## src/rtl/ahb_pkg.sv

```systemverilog
// Shared AHB-Lite encodings and FSM state constants for ahb_lite_mc_master.

package ahb_pkg;

   localparam logic [1:0] HTRANS_IDLE   = 2'b00;
   localparam logic [1:0] HTRANS_NONSEQ = 2'b10;

   localparam logic [2:0] HBURST_SINGLE = 3'b000;

   localparam logic [2:0] HSIZE_BYTE = 3'b000;
   localparam logic [2:0] HSIZE_HALF = 3'b001;
   localparam logic [2:0] HSIZE_WORD = 3'b010;

   typedef logic [1:0] state_t;

   localparam state_t StIdle = 2'd0;
   localparam state_t StAddr = 2'd1;
   localparam state_t StData = 2'd2;

   function automatic logic [2:0] hsize_for(input int unsigned dw);
      case (dw)
         8:       return HSIZE_BYTE;
         16:      return HSIZE_HALF;
         default: return HSIZE_WORD;
      endcase
   endfunction

endpackage

```

## src/rtl/rr_arbiter.sv

```systemverilog
// Combinational round-robin arbiter: first requester at or after ptr_i, wrapping.

module rr_arbiter #(
   parameter int unsigned NUM_CH = 4,
   parameter int unsigned IDX_W  = (NUM_CH > 1) ? $clog2(NUM_CH) : 1
) (
   input  logic [NUM_CH-1:0] req_i,
   input  logic [IDX_W-1:0]  ptr_i,
   output logic [NUM_CH-1:0] gnt_o,
   output logic [IDX_W-1:0]  idx_o
);

   always_comb begin
      logic             found;
      logic [IDX_W-1:0] cand;
      found = 1'b0;
      cand  = '0;
      gnt_o = '0;
      idx_o = '0;
      for (int unsigned off = 0; off < NUM_CH; off++) begin
         cand = IDX_W'((32'(ptr_i) + off) % NUM_CH);
         if (!found && req_i[cand]) begin
            found       = 1'b1;
            gnt_o[cand] = 1'b1;
            idx_o       = cand;
         end
      end
   end

endmodule

```

## src/rtl/ahb_lite_mc_master.sv

```systemverilog
// Multi-channel AHB-Lite single-transfer master with round-robin arbitration.
// Optional error logging (err_addr/err_cnt) is enabled by defining AHB_ERR_LOG_EN.

module ahb_lite_mc_master
   import ahb_pkg::*;
#(
   parameter int unsigned NUM_CH = 4,
   parameter int unsigned AW     = 16,
   parameter int unsigned DW     = 32,
   // One spare select bit so out-of-range channels can be requested and read back as zero.
   parameter int unsigned SEL_W  = $clog2(NUM_CH) + 1
) (
   input  logic                 clk_clk,
   input  logic                 reset_reset,
   input  logic [NUM_CH-1:0]    ch_req,
   input  logic [NUM_CH-1:0]    ch_write,
   input  logic [NUM_CH*AW-1:0] ch_addr,
   input  logic [NUM_CH*DW-1:0] ch_wdata,
   output logic [NUM_CH-1:0]    ch_ack,
   output logic                 ch_err,
   output logic [DW-1:0]        ch_rdata,
   input  logic [SEL_W-1:0]     disp_sel,
   output logic [DW-1:0]        disp_data,
`ifdef AHB_ERR_LOG_EN
   output logic [31:0]          err_addr,
   output logic [15:0]          err_cnt,
`endif
   output logic [31:0]          haddr,
   output logic [1:0]           htrans,
   output logic                 hwrite,
   output logic [2:0]           hsize,
   output logic [2:0]           hburst,
   output logic [DW-1:0]        hwdata,
   input  logic [DW-1:0]        hrdata,
   input  logic                 hready,
   input  logic                 hresp
);

   localparam int unsigned IDX_W = (NUM_CH > 1) ? $clog2(NUM_CH) : 1;

   state_t            state_q, state_d;
   logic [IDX_W-1:0]  grant_q;
   logic [NUM_CH-1:0] gnt_oh_q;
   logic [IDX_W-1:0]  rr_q;
   logic [AW-1:0]     addr_q;
   logic              write_q;
   logic [DW-1:0]     wdata_q;
   logic [DW-1:0]     last_q [NUM_CH];
   logic [DW-1:0]     disp_q, disp_d;

   logic [NUM_CH-1:0] arb_gnt;
   logic [IDX_W-1:0]  arb_idx;
   logic              xfer_done;
   logic              done_ok;
   logic              start;

   rr_arbiter #(
      .NUM_CH (NUM_CH),
      .IDX_W  (IDX_W)
   ) u_rr_arbiter (
      .req_i (ch_req),
      .ptr_i (rr_q),
      .gnt_o (arb_gnt),
      .idx_o (arb_idx)
   );

   assign start = (state_q == StIdle) && (|ch_req);

   always_comb begin
      state_d   = state_q;
      xfer_done = 1'b0;
      unique case (state_q)
         StIdle: if (|ch_req) state_d = StAddr;
         StAddr: if (hready) state_d = StData;
         StData: begin
            // An ERROR first cycle arrives with hready=0, so waiting on hready covers it.
            if (hready) begin
               state_d   = StIdle;
               xfer_done = 1'b1;
            end
         end
         default: state_d = StIdle;
      endcase
   end

   // Completion is suppressed while reset is asserted: the in-flight transfer is dropped.
   assign done_ok = xfer_done && !reset_reset;

   always_comb begin
      disp_d = '0;
      if (32'(disp_sel) < NUM_CH) disp_d = last_q[disp_sel[IDX_W-1:0]];
   end

   always_ff @(posedge clk_clk) begin
      if (reset_reset) begin
         state_q  <= StIdle;
         grant_q  <= '0;
         gnt_oh_q <= '0;
         rr_q     <= '0;
         addr_q   <= '0;
         write_q  <= 1'b0;
         wdata_q  <= '0;
         disp_q   <= '0;
         for (int i = 0; i < NUM_CH; i++) last_q[i] <= '0;
      end else begin
         state_q <= state_d;
         disp_q  <= disp_d;
         if (start) begin
            grant_q  <= arb_idx;
            gnt_oh_q <= arb_gnt;
            addr_q   <= ch_addr[arb_idx*AW +: AW];
            write_q  <= ch_write[arb_idx];
            wdata_q  <= ch_wdata[arb_idx*DW +: DW];
         end
         if (xfer_done) begin
            rr_q <= (32'(grant_q) == NUM_CH - 1) ? '0 : grant_q + 1'b1;
            if (!hresp && !write_q) last_q[grant_q] <= hrdata;
         end
      end
   end

`ifdef AHB_ERR_LOG_EN
   logic [31:0] err_addr_q;
   logic [15:0] err_cnt_q;

   always_ff @(posedge clk_clk) begin
      if (reset_reset) begin
         err_addr_q <= '0;
         err_cnt_q  <= '0;
      end else if (xfer_done && hresp) begin
         err_addr_q <= 32'(addr_q);
         if (err_cnt_q != 16'hFFFF) err_cnt_q <= err_cnt_q + 16'd1;
      end
   end

   assign err_addr = err_addr_q;
   assign err_cnt  = err_cnt_q;
`endif

   assign htrans    = (state_q == StAddr) ? HTRANS_NONSEQ : HTRANS_IDLE;
   assign haddr     = (state_q == StAddr) ? 32'(addr_q) : 32'd0;
   assign hwrite    = (state_q == StAddr) && write_q;
   assign hsize     = (state_q == StAddr) ? hsize_for(DW) : 3'b000;
   assign hburst    = HBURST_SINGLE;
   assign hwdata    = ((state_q == StData) && write_q) ? wdata_q : '0;
   assign ch_ack    = done_ok ? gnt_oh_q : '0;
   assign ch_err    = done_ok && hresp;
   assign ch_rdata  = (done_ok && !write_q && !hresp) ? hrdata : '0;
   assign disp_data = disp_q;

endmodule

```

## config.mk

```make
export PLATFORM = sky130hd
export DESIGN_NAME = ahb_lite_mc_master
export DESIGN_NICKNAME = d
export VERILOG_FILES = /design/src/rtl/ahb_pkg.sv /design/src/rtl/rr_arbiter.sv /design/src/rtl/ahb_lite_mc_master.sv
export SDC_FILE = /design/constraint.sdc
export NUM_CORES = 1
export LEC_CHECK = 0
export BUFFER_PORTS_ARGS = -buffer_cell sky130_fd_sc_hd__clkbuf_2
export CORE_MARGIN = 1.5
export CORE_UTILIZATION = 50
export DETAILED_ROUTE_END_ITERATION = 16
export GPL_TIMING_DRIVEN = 0
export PLACE_DENSITY = 0.8
export RECOVER_POWER = 100
export SYNTH_ARGS = -nofsm -noshare
export SYNTH_HDL_FRONTEND = slang
export SYNTH_SLANG_ARGS = --single-unit
```

## constraint.sdc

```tcl
create_clock -name clk_clk -period 6.6 [get_ports clk_clk]
set_clock_uncertainty 0.05 [all_clocks]
set_input_delay 1.32 -clock clk_clk [delete_from_list [all_inputs] [get_ports clk_clk]]
set_output_delay 1.32 -clock clk_clk [all_outputs]
set_load 0.01 [all_outputs]
```

# After elaboration in Yosys (flattened, before gate mapping)
# Memory sizes are Yosys's and may differ from the RTL's. A register that Yosys moved wholly into a read port is not among the register bits.
# Cells that the tools add are included.
op_classes:
  add_sub_neg: 4
  order_cmp: 10
  eq_ne: 6
  shifts: 2
  n_mux: 51
  bitwise: 4
  reduce_logical: 26
op_table:
  columns: ["operator", "count"]
  rows:
  - ["indexed part select 128 x 8 -> 32 bit", 1]
  - ["two-way mux 32 bit", 3]
  - ["indexed part select 64 x 7 -> 16 bit", 1]
  - ["OR reduction 32 bit", 1]
  - ["two-way mux 2 bit", 11]
  - ["two-way mux 1 bit", 21]
  - ["two-way mux 4 bit", 5]
  - ["two-way mux 16 bit", 1]
  - ["logical AND 1 bit", 15]
  - ["less-than comparator 2 x 3 -> 1 bit, second input constant", 5]
  - ["OR 4 bit", 3]
  - ["binary-select mux 1 bit (select 2 bit)", 5]
  - ["demux 1 bit (select 2 bit)", 4]
  - [">= comparator 2 x 1 -> 1 bit, second input constant", 4]
  - ["zero test 1 bit", 6]
  - ["one-hot mux 2 bit (3 select lines)", 1]
  - ["adder 2 x 1 -> 2 bit, second input constant", 2]
  - ["adder 2 bit, second input constant", 2]
  - ["== test 2 bit, second input constant", 2]
  - ["!= test 2 bit, second input constant", 2]
  - ["OR reduction 4 bit", 1]
  - ["less-than comparator 3 bit, second input constant", 1]
  - ["AND reduction 3 bit", 1]
  - ["== test 2 x 1 -> 1 bit, second input constant", 1]
  - ["other kinds (4)", 4]
word_totals:
  reg_bits: 59
  mem_bits_rw: 128
  inputBits: 239
  out_inout_bits: 142
  elab_cells: 111
  mem_count: 1
mem_list:
  columns: ["memory", "words", "width", "read_ports", "rd_ports_with_merged_regs", "write_ports", "line", "rtl"]
  rows:
  - ["last_q", 4, 32, 1, 1, 4, "ahb_lite_mc_master.sv:48", "logic [DW-1:0] last_q [NUM_CH];"]

# Longest topological paths before layout
# Gate-level depths: netlist of the first run.
depth:
  ltp_word: 14
  ltp_mapped: 13
  ltp_nobuf: 8

# By module
# From an unflattened synthesis of the first run, not the netlist that was laid out.
hier_totals:
  hier_cells: 888
  hier_area_um2: 11124.4
modules_own_cells:
  columns: ["module", "instances", "cells_per_inst", "area_each_um2", "seq_area_each_um2"]
  rows:
  - ["ahb_lite_mc_master", 1, 842, 10705.3, 5665.4]
  - ["rr_arbiter", 1, 46, 419.2, 0.0]

# Least setup slack after synthesis of the first run
# No wires, ideal clock.
synth_path:
  path_kind: "input -> register"
  startpoint: "input port hready"
  endpoint: "memory last_q[3][0] (enable)"
  setup_ps: 511
  arrival_ps: 4845
  required_time_ps: 6039
  setup_slack_ps: 1194
  path_stages: 2
  path_buffers: 0
  path_cell_list: "nand2_1 > o41ai_1"
synth_rtl:
  columns: ["item", "line", "rtl"]
  rows:
  - ["from (decl)", "ahb_lite_mc_master.sv:35", "input logic hready,"]
  - ["to (decl)", "ahb_lite_mc_master.sv:48", null]

==> results_dict.tcl, run 1 <==
set metrics [dict create \
    drtAntennaViolNets 0 \
    worst-setup-path-type "register to register" \
    cap_violations 2 \
    gr-total-overflow 0 \
    avgRoutedWirePerCell_um 19.4 \
    synth-edff-count 128 \
    cp_slowest_stage_delay_ps 1950 \
    hold_violations 0 \
    ys.flop_type "edfxtp_1" \
    dp_hpwl_um 23900 \
    timing.fmax_mhz 185 \
    detail_route.wirelength_um 31500 \
    postCtsSetupBuffers 0 \
    setup_viol 0 \
    via_count 8691 \
    cts.repair.resized 0 \
    ys_ff_latch 219 \
    grt_pass1_vias 8556 \
    cpLargestDelayFamily "simple AND/OR/NAND/NOR gates" \
    antenna_found_initial 5 \
    crit_path_cell_trace "nor2b_1 > nand2_1 > nor4_1 > nor3b_1 > or2_0" \
    crit_path_top_delay_cell "or2_0" \
    num_rows 53 \
    die_h_um 149 \
    clock_sinks 219 \
    gp_congestion 0.957 \
    finalCriticalPeriod_ps 5400 \
    drt_drc_violations_left 0 \
    h-tree-depth 1 \
    slew_headroom_pct -76.6 \
    io_pins 381 \
    outcome "finished with violations" \
    clk_pin_slew_ps 60 \
    final_cell_area_sq_um 13500 \
    via_per_inst 5.35 \
    async_flop_share_pct 0 \
    violations "capacitance limit, slew limit" \
    synthTopCellsByArea "edfxtp_1 (36%), dfxtp_1 (17%), mux2i_1 (9.6%)" \
    portBuffers 354 \
    power.density_nw_per_um2 243 \
    grt_pass1_wl_um 46600 \
    fp.dieW_um 149 \
    cts_tree "yes" \
    place_area_sq_um 13000 \
    worstPathMaxFanout 32 \
    layout-drive-gt1-share_pct 27.5 \
    worstSkewPairLatency_ps 520 \
    critPathArrivalTime_ps 5430 \
    crit_required_ps 6630 \
    clockRootBuffer "clkbuf_16" \
    cts_buffer_depth 3 \
    syn_area_per_cell_sq_um 11.6 \
    p_leak_nw 5.98 \
    dieArea_sq_um 22300 \
    area_growth_pct 26.3 \
    critPathBufInv 0 \
    core_sq_um 21000 \
    ys_seq_area_share_pct 53.0 \
    crit_path_end_kind "register" \
    worstMarginPinSlew_ps 2650 \
    ir_worst_vdd_mv 0.167 \
    finalPower_mw 3.28 \
    track_usage_pct 27.7 \
    ys_warn_count 0 \
    start_util_pct 50.8 \
    final_net_count 1574 \
    min_path_type "register to register" \
    rsz0062_at_grt "no" \
    fillers 1745 \
    synthCells 918 \
    finalMaxSlewViolations 66 \
    hold_buffers 0 \
    yosys.area.top_type "edfxtp_1" \
    firstDrtPassIters 5 \
    dp_slack_ps 2010 \
    numCtsBuffers 24 \
    drt_iter0_drc 564 \
    crit_path_start_kind "register" \
    yosysUniqueCellTypes 42 \
    fin_ws_ps 1200 \
    period_share_pct 81.8 \
    synthesis.area_sq_um 10700 \
    grt_max_degree 33 \
    synth_top_cell_area_share_pct 36.0 \
]
[area by class of cell]
type	count	area [sq um]	share of cell area, %
well taps	275	344	2.55
repair buffers	364	1680	12.5
flip-flops and latches	219	5670	42.0
inverters	68	255	1.89
plain buffers	97	479	3.55
diodes	4	10.0	0.0742
clock inverters	9	52.6	0.389
multi-input cells	555	4310	32.0
clock buffers	35	692	5.13
[Yosys cell counts (all sizes together), types with 2 or more instances]
cell type,number
a211oi,8
or3,2
o221ai,49
and3,32
o41ai,2
inv,67
dfxtp,91
mux2i,102
a21oi,8
nand2,40
ha,6
nor2b,36
and2,86
or2,4
clkbuf,47
edfxtp,128
mux4,34
nor2,47
buf,50
a22oi,5
nand2b,4
nand3,52
a221oi,4
[final timing paths]
check                          start  cells after the start                           to  slack [ps]
max          state_q[1]$_SDFFE_PP0P_                      5  last_q[0][12]$_SDFFCE_PN0P_        1200
min          wdata_q[8]$_SDFFE_PP0P_                      2      wdata_q[8]$_SDFFE_PP0P_         420
min reg2reg  wdata_q[8]$_SDFFE_PP0P_                      2      wdata_q[8]$_SDFFE_PP0P_         420
max reg2reg  state_q[1]$_SDFFE_PP0P_                      5  last_q[0][12]$_SDFFCE_PN0P_        1200
[metrics by stage]
| step | utilization, % | hold WS [ps] | TNS (ps) | cells |
|---|---|---|---|---|
| floorplan | - | 395 | 0 | 939 |
| global placement | 61.3 | 408 | -98310 | 1568 |
| detailed placement | 61.7 | 410 | 0 | 1578 |
| CTS | 65.3 | 426 | 0 | 1622 |
| global route | 64.2 | 450 | 0 | 1626 |
| finish | 64.2 | 424 | 0 | 1626 |
[cell usage in the layout (no fill, tap or decap), drive strengths merged, types with 34 or more instances in the layout]
cell / instances
and2: 86
buf: 39
clkbuf: 457
dfxtp: 91
edfxtp: 128
inv: 67
mux2i: 102
mux4: 34
nand2: 40
nand3: 52
nor2: 47
nor2b: 36
o221ai: 49
[state kept, by name, summed over array words and instances, names as in the netlist]
register,cells
addr_q,16
rr_q,2
last_q,128
write_q,1
gnt_oh_q,4
grant_q,2
wdata_q,32
disp_data,32
state_q,2
[cell families (layout without fill, tap and decap cells)]
| kind of cell | count (synthesis) | in the layout | share of synthesized area (%) |
|---|---|---|---|
| AOI/OAI and AO/OA | 80 | 80 | 6.64 |
| muxes | 136 | 136 | 16.7 |
| other | 1 | 26 | 0.0351 |
| and+or+nand+nor | 311 | 311 | 15.8 |
| DFF | 219 | 219 | 53.0 |
| adders and majority gates | 6 | 6 | 0.702 |
| buffers and inverters | 165 | 573 | 7.12 |
[metal layers]
metal | GRT usage (%) | routed length (um) | up-vias
met3 | 4.95 | 2090 | 78
met4 | 11.9 | 1600 | 0
met5 | 0 | 0 | -
li1 | - | - | 4078
met2 | 51.0 | 16700 | 377
met1 | 31.1 | 11200 | 4158
[worst reg2reg max path, stage by stage, from the launching register on]
cell     delay [ps]
dfxtp_1         370
nor2b_1         590
nand2_1         310
nor4_1          940
nor3b_1         730
or2_0          1950
[where the power goes]
part	switching, mW	leakage (nW)	internal [mW]
Sequential	0.0341	2.07	1.53
Clock	0.545	0.370	0.726
Combinational	0.250	3.54	0.198
Total	0.829	5.98	2.45
No activity file was read; power rests on OpenSTA's default activity.
==> run 2, diff against run 1 <==
--- a/config.mk
+++ b/config.mk
@@ -5,12 +5,13 @@
 export SDC_FILE = /design/constraint.sdc
 export NUM_CORES = 1
 export LEC_CHECK = 0
+export ABC_AREA = 1
 export BUFFER_PORTS_ARGS = -buffer_cell sky130_fd_sc_hd__clkbuf_2
 export CORE_MARGIN = 1.5
-export CORE_UTILIZATION = 50
+export CORE_UTILIZATION = 51
 export DETAILED_ROUTE_END_ITERATION = 16
 export GPL_TIMING_DRIVEN = 0
-export PLACE_DENSITY = 0.8
+export PLACE_DENSITY = 0.81
 export RECOVER_POWER = 100
 export SYNTH_ARGS = -nofsm -noshare
 export SYNTH_HDL_FRONTEND = slang
==> constraint.sdc (replaced) <==
create_clock -name clk_clk -period 5.3 [get_ports clk_clk]
set_clock_uncertainty 0.05 [all_clocks]
set_input_delay 1.06 -clock clk_clk [delete_from_list [all_inputs] [get_ports clk_clk]]
set_output_delay 1.06 -clock clk_clk [all_outputs]
set_load 0.01 [all_outputs]
==> run 2 against run 1 <==
The flow still finishes with violations (capacitance limit, slew limit); routed wire length up 21%; via count up 36%; worst setup slack worse by 160 ps; synthesized area up 6.4%; die area up 4.2%; utilization up 0.68 points.
==> results_dict.tcl, run 2 <==
set metrics [dict create \
    outcome "finished with violations" \
    violations "capacitance limit, slew limit" \
    cts_buffer_depth 3 \
    hold_buffers 0 \
    synthCells 1514 \
    place_area_sq_um 13600 \
    gp_congestion 1.07 \
    layout-drive-gt1-share_pct 17.1 \
    numCtsBuffers 23 \
    crit_path_start_kind "input pin" \
    crit_required_ps 4190 \
    cpLargestDelayFamily "buffers and inverters" \
    hold_violations 0 \
    crit_path_top_delay_cell "clkbuf_1" \
    finalMaxSlewViolations 128 \
    dp_slack_ps 916 \
    timing.fmax_mhz 235 \
    synthTopCellsByArea "edfxtp_1 (34%), dfxtp_1 (16%), nor2_1 (10%)" \
    grt_pass1_vias 11400 \
    gr-total-overflow 0 \
    crit_path_cell_trace "clkbuf_1 > inv_1 > nand2_1 > clkbuf_1 > clkbuf_1 > nor2_1 > clkbuf_1" \
    final_net_count 2162 \
    largest_register "last_q" \
    track_usage_pct 31.8 \
    worst_path_most_repeated_cell "clkbuf_1" \
    cts_tree "yes" \
    final_cell_mix "nor2_1 (319), nand2_1 (297), clkbuf_2 (237)" \
    yosysUniqueCellTypes 36 \
    synthesis.area_sq_um 11400 \
    synth_top_cell_area_share_pct 33.8 \
    num_rows 54 \
    cap_violations 4 \
    drtAntennaViolNets 0 \
    clk_pin_slew_ps 60 \
    ys_warn_count 0 \
    syn_area_per_cell_sq_um 7.51 \
    worstSkewPairLatency_ps 510 \
    ir_worst_vdd_mv 0.181 \
    synth_common_cells "nor2_1 (318), nand2_1 (295), nand3_1 (170)" \
    clock_sinks 219 \
    drt_iter0_drc 817 \
    p_leak_nw 6.72 \
    use_met1_pct 35.1 \
    area_growth_pct 24.5 \
    worstMarginPinSlew_ps 1670 \
    min_path_type "register to register" \
    finalPower_mw 4.58 \
    clockRootBuffer "clkbuf_16" \
    critPathBufInv 5 \
    cts.repair.resized 0 \
    avgRoutedWirePerCell_um 17.2 \
    top_usage_layer "met2" \
    fp.dieW_um 152 \
    final_cell_area_sq_um 14200 \
    detail_route.wirelength_um 38000 \
    setup_viol 0 \
    yosys.area.top_type "edfxtp_1" \
    worstPathMaxFanout 10 \
    crit_path_end_kind "primary output" \
    grt_util_met3_pct 4.95 \
    postCtsSetupBuffers 0 \
    power.density_nw_per_um2 324 \
    drt_drc_violations_left 0 \
    slew_headroom_pct -11.6 \
    fin_ws_ps 1040 \
    dp_hpwl_um 28300 \
    dieArea_sq_um 23200 \
    firstDrtPassIters 7 \
    finalCriticalPeriod_ps 4260 \
    cp_slowest_stage_delay_ps 510 \
    die_h_um 152 \
    grt_max_degree 33 \
    worst-setup-path-type "input pin to primary output" \
    hold_ws_ps 482 \
    start_util_pct 52.1 \
    ys.flop_type "edfxtp_1" \
    synth-edff-count 128 \
    mostFrequentLayoutCell "nor2_1" \
    period_share_pct 80.4 \
    antenna_found_initial 1 \
    via_per_inst 5.33 \
    yosysMostFrequentCell "nor2_1" \
    io_pins 381 \
    async_flop_share_pct 0 \
    core_sq_um 21800 \
    grt_pass1_wl_um 58300 \
    via_count 11800 \
    grt_use_met2_pct 56.4 \
    ys_ff_latch 219 \
    utilization_pct 64.9 \
    ys_seq_area_share_pct 49.8 \
    portBuffers 356 \
    largest_reg_flops 128 \
    h-tree-depth 1 \
    critPathArrivalTime_ps 3150 \
    rsz0062_at_grt "no" \
]
run 2: final timing paths:
| path | from | to | slack [ps] | cells past startpoint |
|---|---|---|---|---|
| setup / recovery | reset_reset | ch_rdata[23] | 1040 | 7 |
| hold / removal | last_q[3][29]$_DFFE_PP_ | disp_data[29]$_SDFF_PP0_ | 480 | 2 |
| setup reg to reg | state_q[1]$_SDFFE_PP0P_ | last_q[2][9]$_SDFFCE_PN0P_ | 1120 | 8 |
| hold reg to reg | last_q[3][29]$_DFFE_PP_ | disp_data[29]$_SDFF_PP0_ | 480 | 2 |
run 2: area by class of cell:
cell class / instances / area [sq um]
clock buffers: 28 / 624
diodes: 1 / 2.50
repair buffers: 357 / 1640
multi-input cells: 1039 / 4580
inverters: 154 / 578
well taps: 280 / 350
flip-flops and latches: 219 / 5670
clock inverters: 13 / 129
fillers: 2014 / 7670
plain buffers: 123 / 594
run 2: report_power, final:
| part | internal, mW | switching, mW | total, mW |
|---|---|---|---|
| clock network | 0.940 | 0.689 | 1.63 |
| logic | 0.332 | 0.659 | 0.991 |
| registers | 1.92 | 0.0441 | 1.96 |
| total | 3.19 | 1.39 | 4.58 |
run 2: worst min-delay path, stage by stage, from the launching register on:
cell,delay [ps]
edfxtp_1,310
o21ai_0,70
a21oi_1,110
run 2: kinds of logic (layout without fill, tap and decap cells):
kind of cell	after synthesis	count (layout)	synth area share (%)
AND/OR/NAND/NOR	861	861	32.1
buffers and inverters	277	675	10.4
AO/OA/AOI/OAI	150	150	6.95
flip-flops	219	219	49.8
other	1	23	0.0330
adder cells (fa/ha/maj)	6	6	0.660
run 2: metrics by stage:
| step | setup TNS, ps | std cells |
|---|---|---|
| finish | 0 | 2214 |
| global route | 0 | 2214 |
| CTS | 0 | 2213 |
| detailed placement | 0 | 2172 |
| global placement | -32350 | 2171 |
| floorplan | 0 | 1535 |
run 2: routing by layer:
| layer | part of all wire [%] | up-vias |
|---|---|---|
| met1 | 35 | 5360 |
| met3 | 8.3 | 160 |
| met2 | 50 | 632 |
| met5 | 0 | - |
| met4 | 7.0 | 0 |
| li1 | - | 5644 |
